`src/rtl/iterative_alu.sv`:
```
// Multi-cycle 32-bit ALU with valid/ready on both sides; shifts iterate one bit per cycle.
// Define ITERATIVE_ALU_BARREL_EN to complete every shift in one cycle through a barrel shifter.
module iterative_alu (
    input  logic        clk,
    input  logic        rst,
    input  logic        in_valid,
    output logic        in_ready,
    input  logic [3:0]  sel,
    input  logic [31:0] a,
    input  logic [31:0] b,
    output logic        out_valid,
    input  logic        out_ready,
    output logic [31:0] result,
    output logic        zf,
    output logic        sf,
    output logic        cf,
    output logic        vf,
    output logic [1:0]  dbg_state
);

    // Selection codes shared with the ALU control decoder.
    localparam logic [3:0] ALU_ADD  = 4'd0;
    localparam logic [3:0] ALU_SUB  = 4'd1;
    localparam logic [3:0] ALU_AND  = 4'd2;
    localparam logic [3:0] ALU_OR   = 4'd3;
    localparam logic [3:0] ALU_XOR  = 4'd4;
    localparam logic [3:0] ALU_SLT  = 4'd5;
    localparam logic [3:0] ALU_SLTU = 4'd6;
    localparam logic [3:0] ALU_SLL  = 4'd7;
    localparam logic [3:0] ALU_SRL  = 4'd8;
    localparam logic [3:0] ALU_PASS = 4'd9;

    typedef enum logic [1:0] {
        IDLE  = 2'd0,
        SHIFT = 2'd1,
        DONE  = 2'd2
    } state_t;

    // Handshakes: a transfer happens on a rising edge where valid && ready.
    // in_ready is decoded from registered state only, never from out_ready.
    state_t      r_state;
    state_t      w_next_state;

    logic [3:0]  r_sel;
    logic [31:0] r_work;
    logic [4:0]  r_count;
    logic [31:0] r_result;
    logic        r_zf;
    logic        r_sf;
    logic        r_cf;
    logic        r_vf;

    logic        w_is_sub;
    logic        w_is_arith;
    logic [31:0] w_op_b;
    logic [32:0] w_sum;
    logic        w_cf;
    logic        w_vf;
    logic [31:0] w_result;
    logic        w_start_shift;
    logic [31:0] w_work_shift;

    always_comb begin
        w_is_sub   = (sel == ALU_SUB) || (sel == ALU_SLT) || (sel == ALU_SLTU);
        w_is_arith = w_is_sub || (sel == ALU_ADD);
        w_op_b     = w_is_sub ? ~b : b;
        w_sum      = {1'b0, a} + {1'b0, w_op_b} + {32'd0, w_is_sub};
        w_cf       = w_is_arith && w_sum[32];
        w_vf       = w_is_arith && (a[31] == w_op_b[31]) && (w_sum[31] != a[31]);
        case (sel)
            ALU_ADD:  w_result = w_sum[31:0];
            ALU_SUB:  w_result = w_sum[31:0];
            ALU_AND:  w_result = a & b;
            ALU_OR:   w_result = a | b;
            ALU_XOR:  w_result = a ^ b;
            // Signed less-than: sign of the difference corrected by overflow.
            ALU_SLT:  w_result = {31'd0, w_sum[31] ^ w_vf};
            ALU_SLTU: w_result = {31'd0, ~w_sum[32]};
`ifdef ITERATIVE_ALU_BARREL_EN
            ALU_SLL:  w_result = a << b[4:0];
            ALU_SRL:  w_result = a >> b[4:0];
`else
            // Only reached here with a zero amount; nonzero amounts iterate.
            ALU_SLL:  w_result = a;
            ALU_SRL:  w_result = a;
`endif
            default:  w_result = b;
        endcase
`ifdef ITERATIVE_ALU_BARREL_EN
        w_start_shift = 1'b0;
`else
        w_start_shift = ((sel == ALU_SLL) || (sel == ALU_SRL)) && (b[4:0] != 5'd0);
`endif
        w_work_shift = (r_sel == ALU_SLL) ? {r_work[30:0], 1'b0} : {1'b0, r_work[31:1]};
    end

    always_ff @(posedge clk or posedge rst) begin
        if (rst) begin
            r_state <= IDLE;
        end else begin
            r_state <= w_next_state;
        end
    end

    always_comb begin
        w_next_state = r_state;
        in_ready     = 1'b0;
        out_valid    = 1'b0;
        case (r_state)
            IDLE: begin
                in_ready = 1'b1;
                if (in_valid) begin
                    w_next_state = w_start_shift ? SHIFT : DONE;
                end
            end
            SHIFT: begin
                if (r_count == 5'd1) begin
                    w_next_state = DONE;
                end
            end
            DONE: begin
                out_valid = 1'b1;
                if (out_ready) begin
                    w_next_state = IDLE;
                end
            end
            default: w_next_state = IDLE;
        endcase
    end

    always_ff @(posedge clk or posedge rst) begin
        if (rst) begin
            r_sel    <= 4'd0;
            r_work   <= 32'd0;
            r_count  <= 5'd0;
            r_result <= 32'd0;
            r_zf     <= 1'b0;
            r_sf     <= 1'b0;
            r_cf     <= 1'b0;
            r_vf     <= 1'b0;
        end else begin
            case (r_state)
                IDLE: begin
                    if (in_valid) begin
                        r_sel <= sel;
                        if (w_start_shift) begin
                            r_work  <= a;
                            r_count <= b[4:0];
                        end else begin
                            r_result <= w_result;
                            r_zf     <= (w_result == 32'd0);
                            r_sf     <= w_result[31];
                            r_cf     <= w_cf;
                            r_vf     <= w_vf;
                        end
                    end
                end
                SHIFT: begin
                    r_count <= r_count - 5'd1;
                    if (r_count == 5'd1) begin
                        r_result <= w_work_shift;
                        r_zf     <= (w_work_shift == 32'd0);
                        r_sf     <= w_work_shift[31];
                        r_cf     <= 1'b0;
                        r_vf     <= 1'b0;
                    end else begin
                        r_work <= w_work_shift;
                    end
                end
                default: begin
                end
            endcase
        end
    end

    assign result    = r_result;
    assign zf        = r_zf;
    assign sf        = r_sf;
    assign cf        = r_cf;
    assign vf        = r_vf;
    assign dbg_state = r_state;

endmodule

```
`config.mk`:
```
export PLATFORM = sky130hd
export DESIGN_NAME = iterative_alu
export DESIGN_NICKNAME = d
export VERILOG_FILES = /design/src/rtl/iterative_alu.sv
export SDC_FILE = /design/constraint.sdc
export NUM_CORES = 1
export LEC_CHECK = 0
export CORE_AREA = 2 2 127 129
export DETAILED_ROUTE_END_ITERATION = 10
export DIE_AREA = 0 0 129 131
export PLACE_DENSITY = 0.82
export SYNTH_ARGS = -nofsm -noshare
export SYNTH_HDL_FRONTEND = slang
export SYNTH_SLANG_ARGS = --single-unit
```
`constraint.sdc`:
```
create_clock -name clk -period 3.7 [get_ports clk]
set_input_delay 0.37 -clock clk [delete_from_list [all_inputs] [get_ports clk]]
set_output_delay 0.37 -clock clk [all_outputs]
set_load 0.01 [all_outputs]
```
Word-level counts from Yosys, hierarchy flattened --
Cells that the tools add are included.
Word-level totals: bits in registers 79, output and inout port bits 40, word-level logic and storage cells 95
Cells by class: add/subtract/negate cells 3, eq/ne operators 20, muxes and demuxes 36, bitwise gates (word level) 6, reduce and logical (&&, ||, !) cells 21
Operators with widths (count):
- $mux W32 | 8
- $pmux W32 S7 | 1
- $pmux W32 S2 | 2
- $logic_not A32 Y1 | 2
- $add A32 B32 Y33 | 1
- $add A33 B1 Y33 | 1
- $and A32 B32 Y32 | 1
- $not A32 Y32 | 1
- $or A32 B32 Y32 | 1
- $xor A32 B32 Y32 | 1
- $eq A4 B3 Y1 const B | 5
- $mux W1 | 13
- $ne A2 B2 Y1 const B | 6
- $mux W5 | 2
- $pmux W5 S2 | 1
- $eq A4 B2 Y1 const B | 2
- $mux W2 | 4
- $pmux W1 S2 | 4
- $reduce_and A4 Y1 | 2
- $pmux W2 S3 | 1
- $reduce_and A3 Y1 | 2
- $eq A5 B1 Y1 const B | 1
- $reduce_bool A5 Y1 | 1
- $sub A5 B1 Y5 const B | 1
- other kinds (15) | 22

Longest topological paths before layout --
word-level depth 14, depth in mapped cells 18, gate-level depth less buffers 14

Worst setup path after synthesis --
OpenSTA, ideal clock, no wires.
path type input to register, start input sel[3], end register r_zf (netlist: zf), arrival 4.420 ns, required time 3.596 ns, path slack -0.824 ns, stages 17, cell sequence buf_2 clkbuf_1 clkbuf_1 a21oi_1 clkbuf_1 xnor2_1 fa_1 xnor2_1 o21ai_0 a211oi_2 o211ai_1 or4_1 a2111oi_2 nand4_1 nor4_1 nand4_1 o41ai_2
Between the ends: word-level cells in the longest chain between the ends 14
RTL lines:
- start: declaration | line 8 | input logic [3:0] sel,
- $eq A4 B1 Y1 / $eq A4 B3 Y1 (equally long branches) | line 64, 70
- $logic_or A1 B1 Y1 (2 in a row) | line 64 | w_is_sub = (sel == ALU_SUB) || (sel == ALU_SLT) || (sel == ALU_SLTU);
- $mux W32 | line 66 | w_op_b = w_is_sub ? ~b : b;
- $add A32 B32 Y33 | line 67 | w_sum = {1'b0, a} + {1'b0, w_op_b} + {32'd0, w_is_sub};
- $add A33 B1 Y33 | line 67
- $ne A1 B1 Y1 | line 69 | w_vf = w_is_arith && (a[31] == w_op_b[31]) && (w_sum[31] != a[31]);
- $logic_and A1 B1 Y1 | line 69
- $xor A1 B1 Y1 | line 77 | ALU_SLT: w_result = {31'd0, w_sum[31] ^ w_vf};
- $pmux W32 S7 | line 70 | case (sel)
- $logic_not A32 Y1 | line 151 | r_zf <= (w_result == 32'd0);
- $mux W1 | line 146 | if (w_start_shift) begin
- $mux W1 | line 144 | if (in_valid) begin
- $pmux W1 S2 | line 142 | case (r_state)
- end signal: assignment | line 151
- end signal: assignment | line 162 | r_zf <= (w_work_shift == 32'd0);
- end: declaration | line 48 | logic r_zf;
Several ways; a longest one is shown, not always the timed one. The select of a mux whose other input is x is not followed. A chain may end at the register's enable or synchronous reset.

Worst setup path in the final report --
start input sel[0], end register r_zf (netlist: zf)
The elaborated chain is that of the path after synthesis.

==> results.toml <==
[clocking]
clk_pin_slew_worst_paths_ns = 0.06
clockBufferDepth = 2
cts_buffers = 9
htreeDepth = 3
cts_num_sinks = 78
root_buffer = "clkbuf_16"
clk_latency_ns = 0.34
cts_hold_buffers = 0
cts_tree = "built"

[synthesis]
synthAdderAreaFrac = 0.1395
ys_seq_elements = 78
avgSynthCellArea_um2 = 7.459
synthTopCellsByArea = "dfrtp_1, ha_1, o21ai_0"
mappedNetlistArea_um2 = 8846
synth_compound_area_frac = 0.2926
synth_top_family_by_area = "compound AO/OA/AOI/OAI gates"
synth_edf_count = 0
synthTopCellsByCount = "nand2_1, o21ai_0, ha_1, nor2_1"
synth_most_common_cell = "nand2_1"
yosys_warnings = 0
syn_inst = 1186
yosysTopAreaCellShare = 0.2207
synth-main-ff-cell = "dfrtp_1"
synth_xor_area_frac = 0.04752
synth.largest_area_cell = "dfrtp_1"
ys_seq_area_frac = 0.2207
muxShareOfSynthArea = 0.02207
synth.distinct_cells = 83
synth-simple-area-share = 0.2058
syn_nets = 1356
synthArstFlopShare = 1.000

[place]
gp_congestion = 1.025
port_buffers = 111
dpl.cell_count = 1707
dpl-instance-area_um2 = 12080
dpl.hpwl_um = 28450
place_ws_ns = -0.9228

[setup_path]
endpoint_kind = "flop"
startpoint_type = "input pin"
critPathKind = "input pin to flop"
cpPeakStageDelay_ns = 0.52
crit_path_top_delay_cell = "a2111oi_4"
crit_path_start = "sel[0]"
arrival_ns = 4.07
cp_num_buf_inv = 5
path_cells = "buf_8 > nand3b_1 > a21oi_4 > buf_12 > buf_4 > xnor2_1 > ha_1 > a21o_1 > and3_1 > a2111oi_4 > buf_4 > buf_4 > a2111oi_4 > nor3_4 > or3_1 > a21boi_1 > o31a_1 > nand2_1 > o41ai_2"
crit_family = "compound AO/OA/AOI/OAI gates"
crit_top_cell = "buf_4"
required_ns = 3.94
crit_fanout = 8
r2r-start = "r_sel[3]"

[global_route]
grt_pass1_vias = 10790
grt_pass1_wl_um = 56430
grtUsageTotal = 0.4330
grt_antenna_before_repair = 0
grt_max_degree = 69
overflow = 0

[die]
rows = 46
num_io_pins = 112
start_util = 0.5671
core-area_um2 = 15600
die-area_um2 = 16900
die_w_um = 129
dieHeight_um = 131

[sta]
whs_ns = 0.4668
fin_crit_ns = 3.834
hold_violations = 0
slew_headroom = 0.4878
period_share = 1.036
post-route-worst-setup-slack_ns = -0.1336
skew_ns = 0.008238
setup_viol = 4
fmaxAchievable_mhz = 260.8
rsz0062_at_grt = "true"
slew_viol_final = 0
worstMarginPinSlew_ns = 0.7675
fin_setup_tns_ns = -0.3036

[finish]
area.growth.synth_to_final_pct = 47.64
register_area_um2 = 1952
stdcell_area_um2 = 13060
nets = 1713
multiInputGateArea_um2 = 6713
fill_cells = 993
fin_util = 0.8373
drive_gt1_frac = 0.2637
stdcell_count = 1764

[route]
vias = 11480
met3_length_um = 5000
drtIter0Drc = 1713
drtAntennaViolNets = 0
wl_met1_um = 13960
via_per_inst = 6.506
highest_layer = "met4"
post_drt_wl_per_cell_um = 21.83
drt_first_pass_iters = 6
route.detailed.drc = 0
wl_met2_um = 17020
drt_wl_total_um = 38510

[pwr]
finalPower_mw = 5.608
power_leakage_nw = 6.034
p_per_area_nw_per_um2 = 429.4
peakVddDrop_v = 0.0003131

[outcome]
violations = "setup timing"
status = "finished, violations left"

[worst_hold_path]
hold_class = "input pin to async pin"

[run]
cap_violations = 0
kinds of logic after synthesis:
kind of cell	Yosys count
XOR/XNOR	48
multiplexers	19
buffers and inverters	156
adder cells (fa/ha/maj)	98
AND/OR/NAND/NOR	388
flip-flops	78
AO/OA/AOI/OAI	399
final timing paths:
check | cells after the start | end | slack (ns)
max | 19 | zf | -0.13
min | 2 | r_work[29] | 0.47
max reg2reg | 9 | zf | 0.75
min reg2reg | 2 | result[2] | 0.47
max in group asynchronous | 3 | r_work[5] | 2.49
min in group clk | 2 | result[2] | 0.47
report_power, final:
group	internal (mW)	switching, mW
sequential	1.26	0.372
clock	0.445	0.335
combinational	1.54	1.66
total	3.24	2.37
per-layer routing:
| layer | up-vias | global-route usage |
|---|---|---|
| met4 | 0 | 0.2270 |
| met5 | - | 0 |
| met1 | 5293 | 0.5541 |
| met2 | 920 | 0.7012 |
| met3 | 245 | 0.07818 |
| li1 | 5019 | - |
worst register-to-register path, delay by kind of cell, from the launching register on:
family | cells | cell delay [ns]
buffers and inverters | 1 | 0.42
multiplexers | 1 | 0.27
AO/OA/AOI/OAI | 2 | 0.29
AND/OR/NAND/NOR | 5 | 1.48
flip-flops | 1 | 0.40
sequential cells by signal, summed over array words and instances (netlist names):
name	count
dbg_state	2
r_work	32
zf	1
result	32
vf	1
r_sel	4
cf	1
r_count	5
cell usage in the layout, fill, tap and decap left out, types with 9 or more instances in the layout:
cell type        instances
a221oi_1                14
buf_4                  295
ha_1                    93
xnor2_1                 33
a211oi_1                13
mux2i_1                 15
a22oi_1                 22
a21oi_1                 69
clkbuf_16                9
nand4_1                 22
and3_1                   9
dfrtp_1                 78
nand2_1                161
o21ai_0                137
nor2_1                  75
a21o_1                  17
inv_1                   77
nand3_1                 32
nor3_1                  14
o211ai_1                12
clkdlybuf4s50_1        107
o22ai_1                 13
layout make-up:
cell class,count,area share
antenna,1,0.0001916
clock buffer,10,0.01753
clock inverter,5,0.002108
inverter,80,0.02309
multi-input combinational,952,0.5140
sequential,78,0.1495
tap,216,0.02069
timing repair buffer,422,0.2729
repair_timing:
action | CTS | global route
pin swaps | 36 | 32
resized for setup | 50 | 46
buffers inserted | 22 | 20
endpoints found under the setup margin | 15 | 11
Note: power is estimated with default switching activity, not from simulation.
